[src/rtl/bcd_pkg.sv]
// -----------------------------------------------------------------------------
// bcd_pkg
// Shared definitions for the signed BCD-to-binary converter:
//   - state_e      : converter FSM states (IDLE, WORK, FINISH, DONE)
//   - BCD_DIGITS   : number of BCD input digits (hundreds, tens, ones)
//   - BIN_W        : width of the signed two's-complement result
//   - MAG_W        : width of the unsigned magnitude register
//   - MAX_POS      : largest positive magnitude representable in BIN_W bits
//   - MAX_NEG_MAG  : largest negative magnitude representable in BIN_W bits
//   - any_digit_invalid() : 1 when any packed BCD digit is above 9
// -----------------------------------------------------------------------------
package bcd_pkg;

    typedef enum logic [1:0] {
        IDLE   = 2'd0,
        WORK   = 2'd1,
        FINISH = 2'd2,
        DONE   = 2'd3
    } state_e;

    localparam int BCD_DIGITS  = 3;
    localparam int BIN_W       = 8;
    localparam int MAG_W       = 10;
    localparam int MAX_POS     = 127;
    localparam int MAX_NEG_MAG = 128;

    // Digits are packed most significant first: {hundreds, tens, ones}.
    function automatic logic any_digit_invalid(input logic [4*BCD_DIGITS-1:0] digits);
        logic bad;
        bad = 1'b0;
        for (int i = 0; i < BCD_DIGITS; i++) begin
            if (digits[4*i +: 4] > 4'd9) begin
                bad = 1'b1;
            end
        end
        return bad;
    endfunction

endpackage

[src/rtl/bcd_digit_adj.sv]
// -----------------------------------------------------------------------------
// bcd_digit_adj
// Combinational correction for one BCD digit after a right shift in the
// reverse double-dabble algorithm: a digit of 8 or more had a "tens half"
// (value 10 -> 5 after halving) shifted in from the digit above, so it is
// brought back into range by subtracting 3.
// Ports:
//   digit_in  [3:0] : digit after the shift
//   digit_out [3:0] : digit_in - 3 when digit_in >= 8, otherwise digit_in
// -----------------------------------------------------------------------------
module bcd_digit_adj (
    input  logic [3:0] digit_in,
    output logic [3:0] digit_out
);

    always_comb begin
        if (digit_in >= 4'd8) begin
            digit_out = digit_in - 4'd3;
        end else begin
            digit_out = digit_in;
        end
    end

endmodule

[src/rtl/bcd_to_bin.sv]
// -----------------------------------------------------------------------------
// bcd_to_bin
// Sequential signed 3-digit BCD to 8-bit two's-complement converter using
// the reverse double-dabble (shift right / subtract 3) algorithm, one bit
// per clock. A conversion accepted on one rising edge presents its result
// 11 edges later (ITER shift cycles plus one FINISH cycle).
//
// Build option:
//   BCD_TO_BIN_SATURATE_EN defined   : overflowing results clamp to 0x7F/0x80
//   BCD_TO_BIN_SATURATE_EN undefined : overflowing results wrap to the low
//                                      8 bits of the signed magnitude
//   overflow is reported in both builds.
//
// Ports:
//   clk        : clock, all state changes on the rising edge
//   rst_n      : asynchronous active-low reset
//   start      : convert the current inputs (accepted in IDLE or DONE only)
//   sign       : 1 = negative value
//   hundreds   : BCD hundreds digit
//   tens       : BCD tens digit
//   ones       : BCD ones digit
//   binary     : signed two's-complement result (valid while data_ready)
//   busy       : conversion in progress (WORK or FINISH)
//   data_ready : result valid (DONE)
//   overflow   : magnitude does not fit a signed 8-bit value
//   digit_err  : a latched digit was above 9; binary forced to 0
// -----------------------------------------------------------------------------
module bcd_to_bin
    import bcd_pkg::*;
#(
    parameter int ITER = 10
) (
    input  logic             clk,
    input  logic             rst_n,
    input  logic             start,
    input  logic             sign,
    input  logic [3:0]       hundreds,
    input  logic [3:0]       tens,
    input  logic [3:0]       ones,
    output logic [BIN_W-1:0] binary,
    output logic             busy,
    output logic             data_ready,
    output logic             overflow,
    output logic             digit_err
);

    localparam int BCD_W = 4 * BCD_DIGITS;
    localparam int CNT_W = $clog2(ITER + 1);

    state_e             state_q,     state_d;
    logic [BCD_W-1:0]   bcd_q,       bcd_d;
    logic [MAG_W-1:0]   mag_q,       mag_d;
    logic [CNT_W-1:0]   cnt_q,       cnt_d;
    logic               sign_q,      sign_d;
    logic               err_pend_q,  err_pend_d;
    logic [BIN_W-1:0]   binary_q,    binary_d;
    logic               overflow_q,  overflow_d;
    logic               digit_err_q, digit_err_d;

    // -------------------------------------------------------------------------
    // One reverse double-dabble step: shift right, then fix each digit.
    // -------------------------------------------------------------------------
    logic [BCD_W-1:0] bcd_shift;
    logic [BCD_W-1:0] bcd_adj;

    assign bcd_shift = bcd_q >> 1;

    for (genvar g = 0; g < BCD_DIGITS; g++) begin : g_adj
        bcd_digit_adj u_adj (
            .digit_in  (bcd_shift[4*g +: 4]),
            .digit_out (bcd_adj[4*g +: 4])
        );
    end

    // -------------------------------------------------------------------------
    // Result formation from the final magnitude (used on FINISH -> DONE).
    // -------------------------------------------------------------------------
    logic [MAG_W-1:0] mag_signed;
    logic             res_ovf;
    logic [BIN_W-1:0] res_bin;

    always_comb begin
        // Two's-complement negate in the wider magnitude width; the low
        // BIN_W bits are the wrapped result.
        mag_signed = sign_q ? (MAG_W'(0) - mag_q) : mag_q;

        if (sign_q) begin
            res_ovf = (mag_q > MAG_W'(MAX_NEG_MAG));
        end else begin
            res_ovf = (mag_q > MAG_W'(MAX_POS));
        end

`ifdef BCD_TO_BIN_SATURATE_EN
        if (res_ovf) begin
            res_bin = sign_q ? BIN_W'(-MAX_NEG_MAG) : BIN_W'(MAX_POS);
        end else begin
            res_bin = mag_signed[BIN_W-1:0];
        end
`else
        res_bin = mag_signed[BIN_W-1:0];
`endif
    end

    // -------------------------------------------------------------------------
    // Next-state logic
    // -------------------------------------------------------------------------
    always_comb begin
        // NOTE: every signal gets a default before the case so that no path
        // leaves it unassigned, which would otherwise infer a latch.
        state_d     = state_q;
        bcd_d       = bcd_q;
        mag_d       = mag_q;
        cnt_d       = cnt_q;
        sign_d      = sign_q;
        err_pend_d  = err_pend_q;
        binary_d    = binary_q;
        overflow_d  = overflow_q;
        digit_err_d = digit_err_q;

        case (state_q)
            IDLE, DONE: begin
                if (start) begin
                    bcd_d      = {hundreds, tens, ones};
                    sign_d     = sign;
                    err_pend_d = any_digit_invalid({hundreds, tens, ones});
                    mag_d      = '0;
                    cnt_d      = CNT_W'(ITER);
                    state_d    = WORK;
                end
            end

            WORK: begin
                bcd_d = bcd_adj;
                mag_d = {bcd_q[0], mag_q[MAG_W-1:1]};
                cnt_d = cnt_q - CNT_W'(1);
                if (cnt_q == CNT_W'(1)) begin
                    state_d = FINISH;
                end
            end

            FINISH: begin
                // Invalid digits make the shifted magnitude meaningless, so
                // the result is forced to a clean zero with no overflow.
                if (err_pend_q) begin
                    binary_d    = '0;
                    overflow_d  = 1'b0;
                    digit_err_d = 1'b1;
                end else begin
                    binary_d    = res_bin;
                    overflow_d  = res_ovf;
                    digit_err_d = 1'b0;
                end
                state_d = DONE;
            end

            default: begin
                state_d = IDLE;
            end
        endcase
    end

    // -------------------------------------------------------------------------
    // State registers
    // -------------------------------------------------------------------------
    always_ff @(posedge clk or negedge rst_n) begin
        // NOTE: sequential state uses non-blocking assignments so every flop
        // samples the pre-edge values regardless of statement order.
        if (!rst_n) begin
            state_q     <= IDLE;
            bcd_q       <= '0;
            mag_q       <= '0;
            cnt_q       <= '0;
            sign_q      <= 1'b0;
            err_pend_q  <= 1'b0;
            binary_q    <= '0;
            overflow_q  <= 1'b0;
            digit_err_q <= 1'b0;
        end else begin
            state_q     <= state_d;
            bcd_q       <= bcd_d;
            mag_q       <= mag_d;
            cnt_q       <= cnt_d;
            sign_q      <= sign_d;
            err_pend_q  <= err_pend_d;
            binary_q    <= binary_d;
            overflow_q  <= overflow_d;
            digit_err_q <= digit_err_d;
        end
    end

    assign binary     = binary_q;
    assign overflow   = overflow_q;
    assign digit_err  = digit_err_q;
    assign busy       = (state_q == WORK) || (state_q == FINISH);
    assign data_ready = (state_q == DONE);

endmodule

[config.mk]
export PLATFORM = sky130hd
export DESIGN_NAME = bcd_to_bin
export DESIGN_NICKNAME = d
export VERILOG_FILES = /design/src/rtl/bcd_pkg.sv /design/src/rtl/bcd_digit_adj.sv /design/src/rtl/bcd_to_bin.sv
export SDC_FILE = /design/constraint.sdc
export NUM_CORES = 1
export LEC_CHECK = 0
export CAP_MARGIN = 5
export CORE_MARGIN = 10
export CORE_UTILIZATION = 60
export CTS_BUF_LIST = sky130_fd_sc_hd__clkbuf_4 sky130_fd_sc_hd__clkbuf_8 sky130_fd_sc_hd__clkbuf_16
export CTS_CLUSTER_SIZE = 8
export DETAILED_ROUTE_END_ITERATION = 16
export PLACE_DENSITY = 0.82
export SLEW_MARGIN = 0
export SYNTH_ARGS = -nofsm -noshare
export SYNTH_HDL_FRONTEND = slang
export SYNTH_SLANG_ARGS = --single-unit
[constraint.sdc]
create_clock -name clk -period 4 [get_ports clk]
set_input_delay 0.8 -clock clk [delete_from_list [all_inputs] [get_ports clk]]
set_output_delay 0.8 -clock clk [all_outputs]
set_load 0.05 [all_outputs]
==> results of run 1 <==
metal layers:
metal	wire length, um	GRT usage [%]	vias up
met3	259	4.15	6
met2	2050	22.6	31
li1	-	-	854
met1	2050	18.1	789
met5	0	0	-
met4	41	3.06	0
path summary, 6_finish.rpt:
kind / startpoint / end
worst max-delay path: state_q[0] / busy
worst min-delay path: bcd_q[10] / bcd_q[10]
worst max register to register: state_q[0] / bcd_q[3]
worst min register to register: bcd_q[10] / bcd_q[10]
max in group asynchronous: rst_n / cnt_q[2]
min in group asynchronous: rst_n / bcd_q[1]
through the flow:
step | area, um2 | utilization [%] | hold slack, ns
global route | 2640 | 71.5 | 0.524
global placement | 2540 | 69.0 | 0.468
detailed placement | 2540 | 69.0 | 0.484
floorplan | 2310 | - | 0.450
CTS | 2640 | 71.5 | 0.503
finish | 2640 | 71.5 | 0.497
power groups by stage:
stage	Sequential [W]	Clock (W)	Combinational, W
after global routing	0.000770	0.000299	0.00126
after floorplan	0.000784	0	0.000868
after CTS	0.000743	0.000283	0.00113
after global placement	0.000744	0	0.00110
after detailed placement	0.000751	0	0.00113
final	0.000744	0.000276	0.00112
cell type report:
cell class	instances	area share (%)
timing repair buffer	28	10.3
clock inverter	2	0.380
inverter	22	3.13
sequential	40	38.0
tap	48	2.28
clock buffer	6	3.13
multi-input combinational	155	42.8
synthesized netlist by cell type, types with 2 or more instances:
master and instances:
xnor2_1 8, nand3_1 2, dfrtp_1 40, mux2_2 3, mux2i_1 12, nand4b_1 2, nor2_1 5, nand2b_1 4
inv_1 21, a22o_2 2, buf_6 4, a21boi_2 2, a221oi_1 2, o21ai_0 33, a22o_1 2, o31ai_1 2
buf_4 2, a21oi_1 2, nor3_1 4, a21o_1 3, a22oi_1 6, nand2_1 17, o211ai_1 2, buf_2 4
o22ai_1 10, clkbuf_1 3, xor2_1 2, ha_1 11
worst max-delay path, stage by stage, from the launching register on:
cell and delay (ns):
dfrtp_1 0.41, inv_1 0.06, ha_1 0.53, inv_2 0.19
clkdlybuf4s50_1 0.82
sequential cells by signal, indices dropped and copies added (netlist names):
name	cells
bcd_q	12
binary	8
cnt_q	4
digit_err	1
err_pend_q	1
mag_q	10
overflow	1
sign_q	1
state_q	2
cells by family after synthesis:
family          count (synthesis)  share of synthesized area (%)
flops                          40                           43.4
mux                            15                           6.67
buf+inv                        36                           7.75
compound gates                 74                           21.8
fa+ha+maj                      11                           5.96
xor+xnor                       10                           3.79
simple gates                   45                           10.6
==> summary.txt, run 1 <==
STA
  • F_max: 0.322 GHz
  • Final Hold Fails: 0
  • Slew HR: 41.1%
  • RSZ-0062 raised after global routing: no
  • Final Cycle Share: 77.7%
  • Worst Skew: 0.00187 ns
  • Final worst-path setup slack: 0.894 ns
  • Max Slew Vio Count: 0
  • Worst-Margin Slew: 0.883 ns
  • Final min period: 3.11 ns
  • Setup tns final: 0 ns
  • # setup viols final: 0

Power and ir drop
  • Worst VDD drop: 0.592 mV
  • Switching Fraction: 46.0%
  • Leak pwr: 1.11 nW
  • Net Sw Power: 0.000985 W
  • P_int: 0.00116 W
  • Combinational Power Share: 52.4%
  • PD cells: 812 nW/um2
  • Clk pwr share: 12.9%
  • Sequential power share: 34.7%
  • Power consumption: 0.00214 W

Layout
  • Register area: 1000 um2
  • Fin cells: 301
  • Fill cell count: 291
  • Most frequent cells in the layout: dfrtp_1 (40), o21ai_0 (33), clkdlybuf4s50_1 (26), inv_1 (21), nand2_1 (17)
  • Area delta synth->final: 14.3%
  • Share of layout cells above drive strength 1: 9.88%
  • Antenna Cells: 0
  • Commonest non-fill, non-tap cell in the layout: dfrtp_1
  • Multi-input gate area: 1130 um2
  • Nets@finish: 279

Setup path
  • Crit path kind: reg -> out
  • CP Launch Type: register
  • Crit end category: output pin
  • Worst Path Required: 3.20 ns
  • R2R depth: 5
  • CP max FO: 18
  • R2R Setup Slk: 1.87 ns
  • CP arrival: 2.31 ns

Route
  • Via count: 1680
  • Final ANT Viol Nets: 0
  • Vias per inst: 5.58
  • Initial DRC Count: 124
  • Routed WL: 4400 um
  • Pre-antenna DRT Iters: 4
  • Drt drc: 0
  • WL per Instance: 14.6 um

Clock network
  • H-tree levels: 2
  • TritonCTS clock tree: built
  • CTS max path bufs: 2
  • Post-CTS Hold Fix Bufs: 0
  • Setup Fix Bufs, Post-CTS: 0
  • Resized Gates After CTS: 0
  • CTS Sinks: 40
  • Cts bufs inserted: 5
  • Clk pin slew, worst setup/hold paths: 0.08 ns
  • Clk root buf: clkbuf_8
  • Clock Latency Late Sink: 0.29 ns

Logic synthesis
  • Mapped Area: 2310 um2
  • Area leader, netlist: dfrtp_1
  • Yosys warns: 0
  • Syn Inst Count: 231
  • Netlist cell types: 49
  • Post-synth ARST share: 100%
  • Net Count, Synth: 258
  • Synth Area per Inst: 9.99 um2
  • Top cells by area, synth: dfrtp_1 (43%), o21ai_0 (7.2%), ha_1 (6.0%), mux2i_1 (5.2%), inv_1 (3.4%)
  • Synthesized flop and latch total: 40
  • Share of the synthesized area in the top cell type: 43.4%
  • Register area share after synthesis: 43.4%
  • Ys flop type: dfrtp_1
  • Number of synthesized flops with an enable pin: 0

Global route
  • Grt ovf: 0
  • Number of global-route vias before repair: 1614
  • Largest net degree at the start of global routing: 41
  • First-pass GRT wire length: 7470 um
  • Initial antenna violation count: 0
  • GRT Total Usage: 14.0%

Floorplan
  • Placeable Area: 3690 um2
  • Die width: 82.0 um
  • Die Height: 82.0 um
  • IO Pins: 28
  • Die ar.: 6730 um2
  • Core Rows: 22
  • Initial Util: 62.6%

Min path
  • HP Class: reg -> reg
  • Hold Crit Depth: 2

Place
  • Port Buffers: 27
  • Hpwl dp: 3220 um
  • Gpl congestion: 0.825
  • Place WS: 1.20 ns
  • Dpl cells: 293

Run status
  • Status: complete, no violations

Flow run
  • Max_cap viols: 0
No activity file was read; power rests on OpenSTA's default activity.
==> run 2: changes to the inputs <==
--- a/config.mk
+++ b/config.mk
@@ -7,11 +7,11 @@
 export LEC_CHECK = 0
 export CAP_MARGIN = 5
 export CORE_MARGIN = 10
-export CORE_UTILIZATION = 60
+export CORE_UTILIZATION = 50
 export CTS_BUF_LIST = sky130_fd_sc_hd__clkbuf_4 sky130_fd_sc_hd__clkbuf_8 sky130_fd_sc_hd__clkbuf_16
 export CTS_CLUSTER_SIZE = 8
 export DETAILED_ROUTE_END_ITERATION = 16
-export PLACE_DENSITY = 0.82
+export PLACE_DENSITY = 0.73
 export SLEW_MARGIN = 0
 export SYNTH_ARGS = -nofsm -noshare
 export SYNTH_HDL_FRONTEND = slang
==> constraint.sdc (replaced) <==
create_clock -name clk -period 2.79 [get_ports clk]
set_input_delay 0.558 -clock clk [delete_from_list [all_inputs] [get_ports clk]]
set_output_delay 0.558 -clock clk [all_outputs]
set_load 0.05 [all_outputs]
==> run 2 against run 1 <==
  * Routed wire length up 0.77%
  * Clock power up 46%
  * Largest power group unchanged
  * Design area up 0.66%
  * Critical path type unchanged
==> summary.txt, run 2 (same netlist as run 1, synthesis figures left out) <==
Run status
  • Status: complete, no violations

STA
  • Final Hold Fails: 0 (unchanged)
  • Setup tns final: 0 ns (unchanged)
  • Max Slew Vio Count: 0 (unchanged)
  • Worst Skew: 0.00399 ns (+0.00212 ns)
  • RSZ-0062 raised after global routing: no
  • Final min period: 2.41 ns
  • F_max: 0.415 GHz
  • Final Cycle Share: 86.5%
  • Worst-Margin Slew: 0.895 ns (+0.0114 ns)
  • Slew HR: 40.4% (-0.76 points)
  • Final worst-path setup slack: 0.378 ns (-0.516 ns)
  • # setup viols final: 0 (unchanged)
  • Minimum hold slack: 0.389 ns (-0.108 ns)

Power and ir drop
  • Sequential power share: 34.6% (about the same)
  • Leak pwr: 1.12 nW (+0.98%)
  • Worst VDD drop: 0.740 mV (+25%)
  • Switching Fraction: 46.2% (+0.16 points)
  • PD cells: 1160 nW/um2 (+43%)
  • Net Sw Power: 0.00142 W (+45%)
  • P_int: 0.00166 W (+44%)
  • Combinational Power Share: 52.3% (about the same)
  • Clk pwr share: 13.1% (+0.2 points)

Layout
  • Most frequent cells in the layout: dfrtp_1 (40), o21ai_0 (33), clkdlybuf4s50_1 (25), inv_1 (21), nand2_1 (17)
  • Top reg by flops: bcd_q
  • Max FFs per register: 12 (unchanged)
  • Share of layout cells above drive strength 1: 11.0% (+1.1 points)
  • Nets@finish: 281 (+0.72%)
  • Antenna Cells: 0 (unchanged)
  • Area delta synth->final: 15.0%
  • Multi-input gate area: 1130 um2 (unchanged)
  • Commonest non-fill, non-tap cell in the layout: dfrtp_1
  • Register area: 1000 um2 (unchanged)
  • Fill cell count: 398 (+37%)
  • Fin cells: 307 (+2.0%)

Clock network
  • CTS max path bufs: 2 (unchanged)
  • Clk root buf: clkbuf_8
  • Resized Gates After CTS: 0 (unchanged)
  • CTS Sinks: 40 (unchanged)
  • Clk pin slew, worst setup/hold paths: 0.08 ns (about the same)
  • H-tree levels: 2 (unchanged)
  • Post-CTS Hold Fix Bufs: 0 (unchanged)
  • Setup Fix Bufs, Post-CTS: 0 (unchanged)
  • Clock Latency Late Sink: 0.29 ns (about the same)
  • Cts bufs inserted: 5 (unchanged)
  • TritonCTS clock tree: built

Global route
  • GRT Total Usage: 11.9% (-2.0 points)
  • Largest net degree at the start of global routing: 41 (unchanged)
  • Number of global-route vias before repair: 1615 (+0.062%)
  • Initial antenna violation count: 0 (unchanged)
  • First-pass GRT wire length: 7500 um (+0.47%)
  • Grt ovf: 0 (unchanged)

Setup path
  • Reg-to-Reg Start: state_q[0]
  • R2R depth: 6 (+1)
  • R2R Setup Slk: 0.58 ns (-1.29 ns)
  • CP arrival: 1.85 ns (-0.46 ns)
  • CP max FO: 18 (unchanged)
  • Crit path kind: reg -> out
  • CP Launch Type: register
  • Crit end category: output pin
  • Reg-to-reg endpoint: bcd_q[7]
  • Worst setup path startpoint: state_q[0]
  • Worst Path Required: 2.23 ns (-0.97 ns)

Floorplan
  • Die Height: 87.9 um (+7.2%)
  • Core Rows: 24 (+9.1%)
  • Initial Util: 52.3% (-10 points)
  • Die ar.: 7730 um2 (+15%)
  • Die width: 87.9 um (+7.2%)
  • IO Pins: 28 (unchanged)
  • Placeable Area: 4410 um2 (+20%)

Place
  • Dpl cells: 299 (+2.0%)
  • Place WS: 0.597 ns (-0.605 ns)
  • Port Buffers: 27 (unchanged)
  • Hpwl dp: 3200 um (-0.81%)
  • Gpl congestion: 0.785 (-4.9%)

Route
  • Drt drc: 0 (unchanged)
  • Final ANT Viol Nets: 0 (unchanged)
  • Via count: 1724 (+2.6%)
  • Initial DRC Count: 72 (-42%)
  • Vias per inst: 5.62 (+0.61%)
  • Routed WL: 4440 um (+0.77%)
  • Pre-antenna DRT Iters: 4 (unchanged)
  • WL per Instance: 14.4 um (-1.2%)

Min path
  • HP Class: in -> async

Flow run
  • Max_cap viols: 0 (unchanged)
run 2: layer usage:
metal | track usage [%] | wire [um] | up-vias
met5 | 0 | 0 | -
met4 | 3.91 | 42 | 0
met3 | 3.99 | 322 | 7
met2 | 18.1 | 1940 | 47
met1 | 15.6 | 2130 | 814
li1 | - | - | 856
run 2: worst max-delay path by stage:
| stage | endpoint | cells past startpoint |
|---|---|---|
| 2_1_floorplan | cnt_q[2] | 7 |
| 3_3_place_gp | bcd_q[7] | 5 |
| 3_5_place_dp | bcd_q[3] | 6 |
| 4_1_cts | busy | 4 |
| 5_1_grt | busy | 4 |
| 6_report | busy | 4 |
run 2: final cells by class:
class / instances / share of cell area (%)
Clock buffer: 6 / 3.11
Timing Repair Buffer: 30 / 10.7
Multi-Input combinational cell: 155 / 42.5
Inverter: 22 / 3.11
Clock inverter: 2 / 0.377
Tap cell: 52 / 2.45
Sequential cell: 40 / 37.7
run 2: critical path, cell delays in order (launching register included):
cell and delay (ns):
dfrtp_1 0.42, inv_1 0.06, ha_1 0.71, inv_2 0.13, buf_4 0.23
run 2: power by group through the flow:
stage | sequential, W | combinational, W | clock, W
4_1_cts | 0.00107 | 0.00163 | 0.000418
3_3_place_gp | 0.00107 | 0.00159 | 0
6_report | 0.00107 | 0.00161 | 0.000404
5_1_grt | 0.00111 | 0.00180 | 0.000438
3_5_place_dp | 0.00108 | 0.00163 | 0
2_1_floorplan | 0.00112 | 0.00124 | 0
run 2: metrics by stage:
| step | power, W | utilization (%) | cell area [um2] |
|---|---|---|---|
| 2_1_floorplan | 0.00237 | - | 2310 |
| 3_3_place_gp | 0.00266 | 58.0 | 2560 |
| 3_5_place_dp | 0.00271 | 58.0 | 2560 |
| 4_1_cts | 0.00311 | 60.1 | 2660 |
| 5_1_grt | 0.00335 | 60.1 | 2660 |
| 6_report | 0.00308 | 60.1 | 2660 |
==> run 3: changes to the inputs <==
==> constraint.sdc (replaced) <==
create_clock -name clk -period 1.9 [get_ports clk]
set_input_delay 0.38 -clock clk [delete_from_list [all_inputs] [get_ports clk]]
set_output_delay 0.38 -clock clk [all_outputs]
set_load 0.05 [all_outputs]
==> run 3 against run 2 <==
  * Setup slack got worse by 0.30 ns
  * Final cell count rose by 1.3%
  * Die area unchanged
  * Sequential cell count unchanged
  * Routed wire length increased by 0.74%
  * Sequential share of layout area is 0.77 points lower
  * First-iteration DRC count is 15% higher
  * Total power grew 55%
  * Worst hold slack lost 0.25 ns
  * Non-clock buffer count grew 4
  * Critical endpoint is now binary[6]
  * Highest routed layer unchanged
==> summary.txt, run 3 (same netlist as run 1, synthesis figures left out) <==
Global route
  • First-pass GRT wire length: 7560 um (+0.83%)
  • Number of global-route vias before repair: 1623 (+0.50%)
  • Initial antenna violation count: 0 (unchanged)
  • Grt ovf: 0 (unchanged)
  • Largest net degree at the start of global routing: 41 (unchanged)
  • GRT Total Usage: 12.0% (+0.060 points)

Run status
  • Status: complete, no violations

Setup path
  • CP max FO: 2 (-16)
  • CP cell instances: clkdlybuf4s50_1
  • CP delay by family, top: buffers and inverters
  • CP Buf/Inv Count: 1 (-2)
  • CP Launch Type: register
  • Worst path max stage delay: 0.80 ns (+0.09 ns)
  • CP arrival: 1.44 ns (-0.41 ns)
  • Crit path kind: reg -> out
  • Worst setup path startpoint: binary[6]
  • Crit end category: output pin
  • Worst Path Required: 1.52 ns (-0.71 ns)
  • Reg-to-Reg Start: state_q[1]
  • R2R Setup Slk: 0.22 ns (-0.36 ns)
  • CP max stage cell: clkdlybuf4s50_1

Clock network
  • CTS max path bufs: 2 (unchanged)
  • Clk pin slew, worst setup/hold paths: 0.08 ns (about the same)
  • H-tree levels: 2 (unchanged)
  • Cts bufs inserted: 5 (unchanged)
  • TritonCTS clock tree: built
  • CTS Sinks: 40 (unchanged)
  • Clk root buf: clkbuf_8
  • Clock Latency Late Sink: 0.29 ns (about the same)

Floorplan
  • Placeable Area: 4410 um2 (unchanged)
  • Initial Util: 52.3% (unchanged)
  • Die Height: 87.9 um (unchanged)
  • IO Pins: 28 (unchanged)
  • Die width: 87.9 um (unchanged)
  • Core Rows: 24 (unchanged)
  • Die ar.: 7730 um2 (unchanged)

Power and ir drop
  • PD cells: 1760 nW/um2 (+52%)
  • Leak pwr: 1.16 nW (+3.6%)
  • Worst VDD drop: 0.887 mV (+20%)

Route
  • Initial DRC Count: 83 (+15%)
  • Routed WL: 4470 um (+0.74%)
  • WL per Instance: 14.4 um (-0.55%)
  • Vias per inst: 5.56 (-1.1%)
  • Drt drc: 0 (unchanged)
  • Pre-antenna DRT Iters: 4 (unchanged)
  • Final ANT Viol Nets: 0 (unchanged)
  • Via count: 1728 (+0.23%)

Layout
  • Commonest non-fill, non-tap cell in the layout: dfrtp_1
  • Nets@finish: 285 (+1.4%)
  • Area delta synth->final: 17.4%
  • Max FFs per register: 12 (unchanged)
  • Top reg by flops: bcd_q
  • Antenna Cells: 0 (unchanged)
  • Most frequent cells in the layout: dfrtp_1 (40), o21ai_0 (33), inv_1 (21), clkdlybuf4s50_1 (18), nand2_1 (17)
  • Share of layout cells above drive strength 1: 15.4% (+4.5 points)

STA
  • # setup viols final: 0 (unchanged)
  • Final Cycle Share: 95.9%
  • Worst Skew: 0.00440 ns (+0.000417 ns)
  • RSZ-0062 raised after global routing: no
  • Max Slew Vio Count: 0 (unchanged)
  • Final min period: 1.82 ns
  • Worst-Margin Slew: 0.508 ns (-0.386 ns)
  • Final Hold Fails: 0 (unchanged)
  • Minimum hold slack: 0.141 ns (-0.249 ns)
  • Setup tns final: 0 ns (unchanged)
  • F_max: 0.549 GHz
  • Slew HR: 66.1% (+26 points)

Place
  • Gpl congestion: 0.785 (about the same)
  • Port Buffers: 27 (unchanged)
  • Hpwl dp: 3210 um (+0.34%)

Flow run
  • Max_cap viols: 0 (unchanged)

Min path
  • HP Class: in -> async
[run 3: cell count changes in the layout (fill, tap and decap cells not counted)]
cell / previous run / this run
clkinv_2: 2 / 0
buf_4: 4 / 13
buf_12: 0 / 2
ha_1: 11 / 10
clkdlybuf4s50_1: 25 / 18
clkbuf_4: 0 / 2
ha_4: 0 / 1
[run 3: report_power, final]
group	internal [W]	leakage, nW	total [W]	switching, W
clock	0.000325	0.0523	0.000617	0.000292
combinational	0.00115	0.597	0.00258	0.00143
sequential	0.00118	0.510	0.00157	0.000391
total	0.00265	1.16	0.00477	0.00212
[run 3: stage by stage]
step | worst slack [ns] | cell area, um2 | instances | power [W] | util [%]
after CTS | 0.0535 | 2700 | 311 | 0.00478 | 61.2
after floorplan | 0.234 | 2310 | 231 | 0.00348 | -
after global placement | 0.171 | 2600 | 303 | 0.00408 | 58.9
final | 0.0776 | 2710 | 311 | 0.00477 | 61.4
after detailed placement | 0.132 | 2600 | 303 | 0.00414 | 58.9
after global routing | 0.0338 | 2710 | 311 | 0.00516 | 61.4
[run 3: final cells by class]
type | count | area [um2]
clock buffers | 8 | 97.6
fillers | 401 | 1700
inverters | 22 | 82.6
multi-input cells | 155 | 1140
flip-flops and latches | 40 | 1000
well taps | 52 | 65.1
repair buffers | 34 | 323
[run 3: path summary, 6_finish.rpt]
| kind | endpoint | depth (start not counted) |
|---|---|---|
| max in group asynchronous | err_pend_q | 2 |
| min | mag_q[6] | 2 |
| max reg2reg | bcd_q[7] | 6 |
| min reg2reg | bcd_q[9] | 2 |
| min in group clk | bcd_q[9] | 2 |
| max | binary[6] | 1 |
[run 3: repair_timing]
item,4_1_cts,5_1_grt
gates resized for setup,1,1
pin swaps,0,0
hold buffers,0,0
endpoints found under the setup margin,1,1
buffers inserted,0,0
[run 3: routing by layer]
| metal | vias to the layer above | routed length (um) | GRT usage (%) |
|---|---|---|---|
| li1 | 868 | - | - |
| met1 | 818 | 2140 | 15.6 |
| met2 | 37 | 1980 | 18.1 |
| met3 | 5 | 300 | 4.64 |
| met4 | 0 | 51 | 3.48 |
| met5 | - | 0 | 0 |
